[src/rtl/wb_pkg.sv]
// Shared definitions for the Wishbone master interface: FSM encoding and
// default bus geometry.
package wb_pkg;

    typedef enum logic [1:0] {
        IDLE = 2'd0,
        BUSY = 2'd1,
        HOLD = 2'd2
    } wb_state_e;

    localparam int WB_DW  = 32;
    localparam int WB_AW  = 32;
    localparam int WB_TMO = 255;

endpackage : wb_pkg

[src/rtl/wb_tmo_cnt.sv]
// Bus timeout counter: counts stalled BUSY cycles and flags when TMO is reached.
// TMO = 0 disables the timeout entirely.
module wb_tmo_cnt #(
    parameter int TMO = 255
) (
    input  logic clk,
    input  logic rstn,
    input  logic clr_i,
    input  logic en_i,
    output logic expired_o
);

    localparam int CW = (TMO > 0) ? $clog2(TMO + 1) : 1;

    logic [CW-1:0] cnt_q;

    assign expired_o = (TMO != 0) && (cnt_q == CW'(TMO));

    // Count up while enabled; stop at TMO so the counter never wraps.
    always_ff @(posedge clk or negedge rstn) begin
        if (!rstn)                     cnt_q <= '0;
        else if (clr_i)                cnt_q <= '0;
        else if (en_i && !expired_o)   cnt_q <= cnt_q + CW'(1);
    end

endmodule : wb_tmo_cnt

[src/rtl/wb_master_if.sv]
// Wishbone classic master bridging one pipeline stage to the bus. One request
// at a time; the response is held while the pipeline is stalled downstream.
module wb_master_if
    import wb_pkg::*;
#(
    parameter int DW     = WB_DW,
    parameter int AW     = WB_AW,
    parameter int STALLW = 6,
    parameter int STAGE  = 1,
    parameter int TMO    = WB_TMO
) (
    input  logic              clk,
    input  logic              rstn,
    input  logic [STALLW-1:0] stall_i,
    input  logic              flush_i,
    input  logic              cpu_ce_i,
    input  logic              cpu_we_i,
    input  logic [DW/8-1:0]   cpu_sel_i,
    input  logic [AW-1:0]     cpu_addr_i,
    input  logic [DW-1:0]     cpu_data_i,
    output logic [DW-1:0]     cpu_data_o,
    output logic              stallreq,
    output logic              bus_err_o,
    input  logic              wb_ack_i,
    input  logic              wb_err_i,
    input  logic [DW-1:0]     wb_data_i,
    output logic [AW-1:0]     wb_addr_o,
    output logic [DW-1:0]     wb_data_o,
    output logic [DW/8-1:0]   wb_sel_o,
    output logic              wb_we_o,
    output logic              wb_stb_o,
    output logic              wb_cyc_o
);

    wb_state_e         state_q;
    logic [DW-1:0]     hold_q;
    logic [AW-1:0]     wb_addr_q;
    logic [DW-1:0]     wb_data_q;
    logic [DW/8-1:0]   wb_sel_q;
    logic              wb_we_q;
    logic              wb_stb_q;

    logic busy, start, tmo_exp, term_err, term_ack, done, stage_stall;
    logic stall_unused;

    // Only this stage's bit of the stall vector matters here.
    assign stall_unused = ^stall_i;
    assign stage_stall  = stall_i[STAGE];

    assign busy  = (state_q == BUSY);
    assign start = (state_q == IDLE) && cpu_ce_i && !flush_i;

    // Termination priority: flush beats error beats timeout beats ack.
    assign term_err = busy && !flush_i && (wb_err_i || tmo_exp);
    assign term_ack = busy && !flush_i && !wb_err_i && !tmo_exp && wb_ack_i;
    assign done     = term_err || term_ack;

    wb_tmo_cnt #(.TMO(TMO)) u_tmo (
        .clk       (clk),
        .rstn      (rstn),
        .clr_i     (!busy),
        .en_i      (busy && !wb_ack_i && !wb_err_i),
        .expired_o (tmo_exp)
    );

    // Stall the pipeline from the request cycle until the terminating cycle;
    // gated by rstn so an in-flight transaction never stalls through reset.
    always_comb begin
        stallreq = rstn && (start || (busy && !flush_i && !done));
    end

    // Read data: live bus data on ack, held data in HOLD, zero otherwise.
    always_comb begin
        cpu_data_o = '0;
        if (rstn) begin
            if (term_ack)               cpu_data_o = wb_data_i;
            else if (state_q == HOLD)   cpu_data_o = hold_q;
        end
    end

    // Error pulse coincides with the terminating error/timeout cycle.
    always_comb begin
        bus_err_o = rstn && term_err;
    end

    // Bus FSM with registered Wishbone outputs and the response hold buffer.
    always_ff @(posedge clk or negedge rstn) begin
        if (!rstn) begin
            state_q   <= IDLE;
            hold_q    <= '0;
            wb_addr_q <= '0;
            wb_data_q <= '0;
            wb_sel_q  <= '0;
            wb_we_q   <= 1'b0;
            wb_stb_q  <= 1'b0;
        end else begin
            case (state_q)
                IDLE: begin
                    if (start) begin
                        wb_addr_q <= cpu_addr_i;
                        wb_data_q <= cpu_data_i;
                        wb_sel_q  <= cpu_sel_i;
                        wb_we_q   <= cpu_we_i;
                        wb_stb_q  <= 1'b1;
                        state_q   <= BUSY;
                    end
                end
                BUSY: begin
                    if (flush_i || done) begin
                        wb_addr_q <= '0;
                        wb_data_q <= '0;
                        wb_sel_q  <= '0;
                        wb_we_q   <= 1'b0;
                        wb_stb_q  <= 1'b0;
                    end
                    if (flush_i) begin
                        state_q <= IDLE;
                    end else if (done) begin
                        if (term_err)      hold_q <= '0;
                        else if (!wb_we_q) hold_q <= wb_data_i;
                        state_q <= stage_stall ? HOLD : IDLE;
                    end
                end
                HOLD: begin
                    if (!stage_stall || flush_i) state_q <= IDLE;
                end
                default: state_q <= IDLE;
            endcase
        end
    end

    assign wb_addr_o = wb_addr_q;
    assign wb_data_o = wb_data_q;
    assign wb_sel_o  = wb_sel_q;
    assign wb_we_o   = wb_we_q;
    assign wb_stb_o  = wb_stb_q;
    assign wb_cyc_o  = wb_stb_q;

endmodule : wb_master_if

[config.mk]
export PLATFORM = sky130hd
export DESIGN_NAME = wb_master_if
export DESIGN_NICKNAME = d
export VERILOG_FILES = /design/src/rtl/wb_pkg.sv /design/src/rtl/wb_tmo_cnt.sv /design/src/rtl/wb_master_if.sv
export SDC_FILE = /design/constraint.sdc
export NUM_CORES = 1
export LEC_CHECK = 0
export ABC_AREA = 1
export BUFFER_PORTS_ARGS = -buffer_cell sky130_fd_sc_hd__buf_2
export CELL_PAD_IN_SITES_DETAIL_PLACEMENT = 1
export CELL_PAD_IN_SITES_GLOBAL_PLACEMENT = 2
export CORE_MARGIN = 1.5
export CORE_UTILIZATION = 25
export CTS_BUF_LIST = sky130_fd_sc_hd__clkbuf_4 sky130_fd_sc_hd__clkbuf_8
export DETAILED_ROUTE_END_ITERATION = 6
export GPL_TIMING_DRIVEN = 0
export PLACE_DENSITY_LB_ADDON = 0.05
export SYNTH_ARGS = -nofsm -noshare
export SYNTH_HDL_FRONTEND = slang
export SYNTH_SLANG_ARGS = --single-unit
export TNS_END_PERCENT = 10
[constraint.sdc]
create_clock -name clk -period 1.5 [get_ports clk]
set_input_delay 0.225 -clock clk [delete_from_list [all_inputs] [get_ports clk]]
set_output_delay 0.225 -clock clk [all_outputs]
set_load 0.03 [all_outputs]
==> metrics.md, run 1 <==
| Metric | Value |
|---|---|
| CP bufs+invs | 6 |
| Count of final hold-check violations | 36 |
| Worst endpoint required time | 1270 ps |
| Worst-path clk slew | 110 ps |
| CTS tree | done |
| Pwr dens | 941 mW/mm^2 |
| Cells along the critical path | clkinv_4, nand2_4, nor2_4, inv_2, nor2_4, buf_8, buf_12, buf_8, nand4_1, a21oi_4, buf_6 |
| Compound-Gate Fraction of Synth Area | 7.16% |
| Comb power frac | 27.5% |
| Total power | 7.63 mW |
| Switching Fraction | 37.4% |
| WS Path Type | reg -> out |
| Port Buffer Count | 212 |
| Layout cells sized above 1 | 36.3% |
| Nets | 1034 |
| Largest family of logic cells by synthesized area | simple AND/OR/NAND/NOR gates |
| Flop pwr share | 48.3% |
| RSZ-0062 raised after global routing | yes |
| Area grow syn2layout | 53.7% |
| Max Clk Rate | 444 MHz |
| Fin cells | 1198 |
| Die width | 148 um |
| Crit path time final | 2250 ps |
| Clock Power Share | 24.2% |
| Yosys warning total | 0 |
| Overall routing resource usage | 18.4% |
| Total Die Area | 0.0220 mm^2 |
| Crit. End Element | output port |
| Relative slew slack | 61.8% |
| Clock tree root buffer cell | clkbuf_8 |
| Syn Std Cell Area | 0.00527 mm^2 |
| Adder-cell area share of the yosys netlist | 0.237% |
| H-tree depth | 3 |
| Number of global-route vias before repair | 5833 |
| Total global routing overflow | 0 |
| Slew Limit Fails | 0 |
| FP Rows | 52 |
| Antenna violations before repair | 2 |
| Post-Route Utilization | 39.5% |
| Synth cell types | 28 |
| Syn Inst Count | 650 |
| Drt pass-1 iters | 5 |
| Leak | 4.03 nW |
| Vias per cell | 4.56 |
| I/O pins | 218 |
| Core Box Area | 0.0205 mm^2 |
| Post-synthesis mux area share | 0% |
| DRT iter0 DRCs | 151 |
| Crit start category | flip-flop |
| Post-synthesis register bit count | 112 |
| DRC viols | 0 |
| Cts bufs inserted | 9 |
| Die Y | 148 um |
| Max Root-Sink Buffers | 2 |
| Final-layout fill cell count | 2468 |
| Commonest non-fill, non-tap cells in the layout | nand2_1, buf_2, dfrtp_1 |
| CP Max Fanout | 7 |
| First-pass GRT wire length | 31600 um |
| Fin area | 0.00811 mm^2 |
| WL per Instance | 16.3 um |
| Simple-gate portion of the synthesized area | 32.4% |
| DP HPWL | 14000 um |
| Worst Max-Slew Pin Slew | 573 ps |
| Worst-Skew Late Latency | 400 ps |
| Vias post-DR | 5467 |
| Placed Cells | 1133 |
| Total negative setup slack | -44310 ps |
| Period utilization | 150% |
| Initial Utilization | 25.7% |
| Pin count of the biggest net entering global routing | 77 |
| Post-DRT Antenna Nets | 0 |
| Final wirelength | 19500 um |
| CTS Sinks | 112 |
| Status | complete, but fails checks |
| Crit-path max cell delay | 430 ps |
| Failing checks | hold timing, setup timing |
| HP Class | in -> async |
| Worst Clk Skew | 12.7 ps |
| Setup violators final | 141 |
| Max IR drop VDD | 0.601 mV |
| Slowest stage cell on the critical path | dfrtp_1 |
| WP data arrival | 2030 ps |
| Commonest non-fill, non-tap cell in the layout | nand2_1 |
| Worst setup margin | -755 ps |
| Cell family with most CP delay | buffers and inverters |
| # hold bufs at CTS | 31 |
| Syn Area/Cell | 8.11 um^2 |
| Syn Nets | 764 |
| Sw Pwr | 2.85 mW |
| XOR/XNOR Fraction of Synth Area | 0.332% |
| Area after DPL | 0.00708 mm^2 |
| Max Cap Violations | 0 |
| Register area share after synthesis | 53.1% |
| Hold_ws | -263 ps |
| Routability Congestion | 0.738 |
| Internal power | 4.77 mW |
| Worst slack at placement | -1010 ps |
==> layer usage <==
metal  part of all wire (%)  track usage [%]  vias up
met3                    7.7             6.10       14
met5                  0.067                0        -
met4                    1.1             5.05        2
met1                     42             22.0     2633
met2                     49             31.5      147
li1                       -                -     2671
==> flip-flops by register name, summed over array words and instances (netlist names) <==
signal and flops:
u_tmo.cnt_q 8, state_q 2, wb_we_o 1, wb_addr_o 32, hold_q 32, wb_sel_o 4
wb_data_o 32, wb_cyc_o 1
==> cells in the mapped netlist, drive strengths merged <==
cell / count / share of area [%]
or2: 1 / 0.12
inv: 18 / 1.3
o211ai: 1 / 0.14
xnor2: 1 / 0.17
nand2: 270 / 19
buf: 25 / 3.6
dfrtp: 112 / 53
ha: 1 / 0.24
xor2: 1 / 0.17
nand3: 74 / 7.4
a21oi: 65 / 6.2
nand4: 35 / 4.3
nor2: 13 / 1.3
clkbuf: 22 / 1.6
o21bai: 2 / 0.28
clkinv: 3 / 0.31
o21ai: 6 / 0.57
==> worst paths after layout <==
| kind | slack [ps] | startpoint | end | depth (start not counted) |
|---|---|---|---|---|
| worst min register to register | 480 | wb_data_o[3]$_DFFE_PN0P_ | wb_data_o[3]$_DFFE_PN0P_ | 2 |
| max in group asynchronous | 1050 | rstn | wb_addr_o[3]$_DFFE_PN0P_ | 2 |
| worst max-delay path | -750 | state_q[1]$_DFFE_PN0P_ | cpu_data_o[27] | 11 |
| min in group clk | 20 | cpu_data_i[18] | wb_data_o[18]$_DFFE_PN0P_ | 3 |
| worst max register to register | -250 | u_tmo.cnt_q[0]$_DFFE_PN0P_ | wb_data_o[29]$_DFFE_PN0P_ | 10 |
| worst min-delay path | -260 | rstn | u_tmo.cnt_q[2]$_DFFE_PN0P_ | 1 |
==> worst register-to-register path, delay by kind of cell, from the launching register on <==
family / cells / cell delay, ps
adders and majority gates: 1 / 190
buffers and inverters: 2 / 390
DFF: 1 / 420
and+or+nand+nor: 7 / 670
==> area by class of cell <==
type,instances,area (um^2),share of cell area (%)
diodes,4,10.0,0.123
plain buffers,46,354,4.37
clock buffers,9,124,1.53
clock inverters,6,62.6,0.772
inverters,21,92.6,1.14
multi-input cells,470,2540,31.4
flip-flops and latches,112,2800,34.6
well taps,270,338,4.17
repair buffers,260,1780,21.9
==> power by group through the flow <==
stage	Clock, mW	Sequential [mW]	Combinational, mW
5_1_grt	2.04	3.75	2.31
6_report	1.84	3.69	2.10
4_1_cts	1.94	3.69	2.13
3_3_place_gp	0	3.73	1.97
2_1_floorplan	0	4.24	0.703
3_5_place_dp	0	3.74	2.02
==> logic make-up after synthesis <==
logic type,count (synthesis)
adders and majority gates,1
and+or+nand+nor,393
DFF,112
AOI/OAI and AO/OA,74
xor gates and xnor gates,2
buffers and inverters,68
==> what timing repair did <==
action,4_1_cts,5_1_grt
resized for setup,108,15
setup buffers,10,2
pin swaps,3,3
endpoints found under the hold margin,67,36
gates cloned,4,0
setup endpoints to repair,145,145
No activity file was read; power rests on OpenSTA's default activity.
==> inputs of run 2 (changes only) <==
--- a/config.mk
+++ b/config.mk
@@ -10,7 +10,7 @@
 export CELL_PAD_IN_SITES_DETAIL_PLACEMENT = 1
 export CELL_PAD_IN_SITES_GLOBAL_PLACEMENT = 2
 export CORE_MARGIN = 1.5
-export CORE_UTILIZATION = 25
+export CORE_UTILIZATION = 29
 export CTS_BUF_LIST = sky130_fd_sc_hd__clkbuf_4 sky130_fd_sc_hd__clkbuf_8
 export DETAILED_ROUTE_END_ITERATION = 6
 export GPL_TIMING_DRIVEN = 0
==> constraint.sdc (replaced) <==
create_clock -name clk -period 2.64 [get_ports clk]
set_input_delay 0.396 -clock clk [delete_from_list [all_inputs] [get_ports clk]]
set_output_delay 0.396 -clock clk [all_outputs]
set_load 0.03 [all_outputs]
==> run 2 against run 1 <==
Effect of this change:
- the flow now finishes without violations
- clock skew grew 4.4 ps
- final cell count shrank 7.2%
- via count shrank 3.0%
- global-route usage grew 1.2 points
- sequential power shrank 43%
- clock power shrank 46%
- sequential share of layout area grew 5.5 points
- sequential cell count is the same
- setup slack gained 850 ps
- hold slack gained 460 ps
- highest routed layer unchanged
==> metrics.md, run 2 (synthesis gave the netlist of run 1 again) <==
| Metric | Value |
|---|---|
| Period utilization | 96.4% |
| Port Buffer Count | 212 (unchanged) |
| DRT iter0 DRCs | 208 (+38%) |
| Leak | 3.73 nW (-7.4%) |
| Switching Fraction | 36.8% (-0.56 points) |
| Crit-path max cell delay | 540 ps (+110 ps) |
| Crit path time final | 2550 ps |
| H-tree depth | 3 (unchanged) |
| Area grow syn2layout | 32.6% |
| Worst Max-Slew Pin Slew | 541 ps (-31.5 ps) |
| Pin count of the biggest net entering global routing | 75 (-2.6%) |
| DRC viols | 0 (unchanged) |
| Placed Cells | 1092 (-3.6%) |
| Area after DPL | 0.00666 mm^2 (-6.0%) |
| Pwr dens | 600 mW/mm^2 (-36%) |
| Die Y | 138 um (-7.0%) |
| Crit. End Element | output port |
| Final-layout fill cell count | 2224 (-9.9%) |
| Die width | 138 um (-7.0%) |
| Core Box Area | 0.0179 mm^2 (-13%) |
| Total Die Area | 0.0190 mm^2 (-14%) |
| Critical Path Source | rstn |
| Count of final hold-check violations | 0 (-100%) |
| Relative slew slack | 63.9% (+2.1 points) |
| Cts bufs inserted | 9 (unchanged) |
| I/O pins | 218 (unchanged) |
| Slowest stage cell on the critical path | dlygate4sd3_1 |
| Status | completed |
| Cells along the critical path | dlygate4sd3_1, buf_6, clkinv_1, clkbuf_1, a21oi_1, buf_4 |
| Vias per cell | 4.77 (+4.5%) |
| Drt pass-1 iters | 4 (-1) |
| Worst-path clk slew | 120 ps (about the same) |
| Commonest non-fill, non-tap cell in the layout | nand2_1 |
| HP Class | in -> reg |
| Crit start category | input pin |
| Clock tree root buffer cell | clkbuf_8 |
| Worst slack at placement | 88.3 ps (+1090 ps) |
| DP HPWL | 13500 um (-3.0%) |
| Post-DRT Antenna Nets | 0 (unchanged) |
| Max Clk Rate | 393 MHz |
| Commonest non-fill, non-tap cells in the layout | nand2_1, buf_2, dfrtp_1 |
| Routability Congestion | 0.732 (-0.92%) |
| Worst hold start | cpu_data_i[12] |
| Max Cap Violations | 0 (unchanged) |
| Worst setup margin | 94.3 ps (+849 ps) |
| Fin area | 0.00699 mm^2 (-14%) |
| Beginning of the worst register-to-register path | u_tmo.cnt_q[1]$_DFFE_PN0P_ |
| Total power | 4.19 mW (-45%) |
| First-pass GRT wire length | 28800 um (-9.0%) |
| CTS tree | done |
| CTS Sinks | 112 (unchanged) |
| FP Rows | 49 (-5.8%) |
| Max IR drop VDD | 0.278 mV (-54%) |
| RSZ-0062 raised after global routing | yes |
| WP data arrival | 2150 ps (+120 ps) |
| Number of global-route vias before repair | 5607 (-3.9%) |
| Fin cells | 1112 (-7.2%) |
| Nets | 992 (-4.1%) |
| Sw Pwr | 1.55 mW (-46%) |
| Setup violators final | 0 (-100%) |
| Slew Limit Fails | 0 (unchanged) |
| Antenna violations before repair | 4 (+2) |
| Overall routing resource usage | 19.6% (+1.2 points) |
| Flop pwr share | 49.8% (+1.5 points) |
| Vias post-DR | 5304 (-3.0%) |
| Max Root-Sink Buffers | 2 (unchanged) |
| Internal power | 2.65 mW (-44%) |
| Final wirelength | 18100 um (-7.1%) |
| Clock Power Share | 23.7% (-0.5 points) |
| Initial Utilization | 29.5% (+3.7 points) |
| Worst Clk Skew | 17.1 ps (+4.44 ps) |
| Total global routing overflow | 0 (unchanged) |
| WL per Instance | 16.3 um (about the same) |
| Layout cells sized above 1 | 31.6% (-4.6 points) |
| CP Max Fanout | 10 (+3) |
| Worst endpoint required time | 2240 ps (+970 ps) |
| WS Path Type | in -> out |
| Comb power frac | 26.5% (-1.0 points) |
| Worst-Skew Late Latency | 390 ps (about the same) |
-- run 2: cell count changes in the layout (fill, tap and decap cells not counted), moves of 8 or more --
cell / delta
clkbuf_2: -8
clkbuf_1: +8
dlygate4sd3_1: -30
a21oi_4: -32
buf_2: +22
a21oi_1: +26
buf_6: -30
-- run 2: per-layer routing --
layer | routed length, um | global-route usage, % | share of wire [%] | up-vias
met5 | 46 | 0 | 0.25 | -
met4 | 184 | 4.75 | 1.0 | 6
met3 | 1630 | 8.74 | 9.0 | 19
met2 | 8890 | 32.4 | 49 | 157
met1 | 7360 | 23.2 | 41 | 2548
li1 | - | - | - | 2574
-- run 2: final timing paths --
kind | endpoint | slack, ps | cells after the start
worst min register to register | wb_addr_o[16]$_DFFE_PN0P_ | 480 | 2
worst max-delay path | cpu_data_o[4] | 90 | 6
worst min-delay path | wb_data_o[12]$_DFFE_PN0P_ | 190 | 3
max in group asynchronous | wb_addr_o[17]$_DFFE_PN0P_ | 1710 | 3
min in group asynchronous | hold_q[24]$_DFFE_PN0P_ | 570 | 3
worst max register to register | wb_data_o[26]$_DFFE_PN0P_ | 650 | 10
-- run 2: critical path, delay by kind of cell --
family                 cells  cell delay (ps)
AO/OA/AOI/OAI              1              240
buffers and inverters      5             1500
-- run 2: power groups by stage --
stage / clock, mW / combinational [mW] / sequential, mW
floorplan: 0 / 0.377 / 2.41
global placement: 0 / 1.09 / 2.11
detailed placement: 0 / 1.12 / 2.12
CTS: 1.06 / 1.13 / 2.09
global route: 1.12 / 1.22 / 2.13
finish: 0.995 / 1.11 / 2.09
-- run 2: stage by stage --
stage	util [%]	hold slack (ps)	setup TNS [ps]
5_1_grt	39.0	167	-249
2_1_floorplan	-	100	0
4_1_cts	38.4	161	-16.6
3_3_place_gp	37.0	449	-106390
3_5_place_dp	37.2	345	0
6_report	39.1	194	0
-- run 2: repair_timing --
item	4_1_cts	5_1_grt
endpoints found under the hold margin	38	0
hold buffers	2	0
gates cloned	0	1
setup endpoints to repair	31	32
buffers inserted	0	1
gates resized for setup	8	56
pin swaps	0	1
-- run 2: cell type report --
type,instances,area (um^2),share of cell area [%]
inverter,21,83.8,1.20
clock inverter,6,50.0,0.716
tap,229,287,4.10
timing repair buffer,217,1190,17.1
clock buffer,9,124,1.77
antenna,1,2.50,0.0358
multi-input combinational,470,2150,30.7
sequential,112,2800,40.1
buffer,47,300,4.29
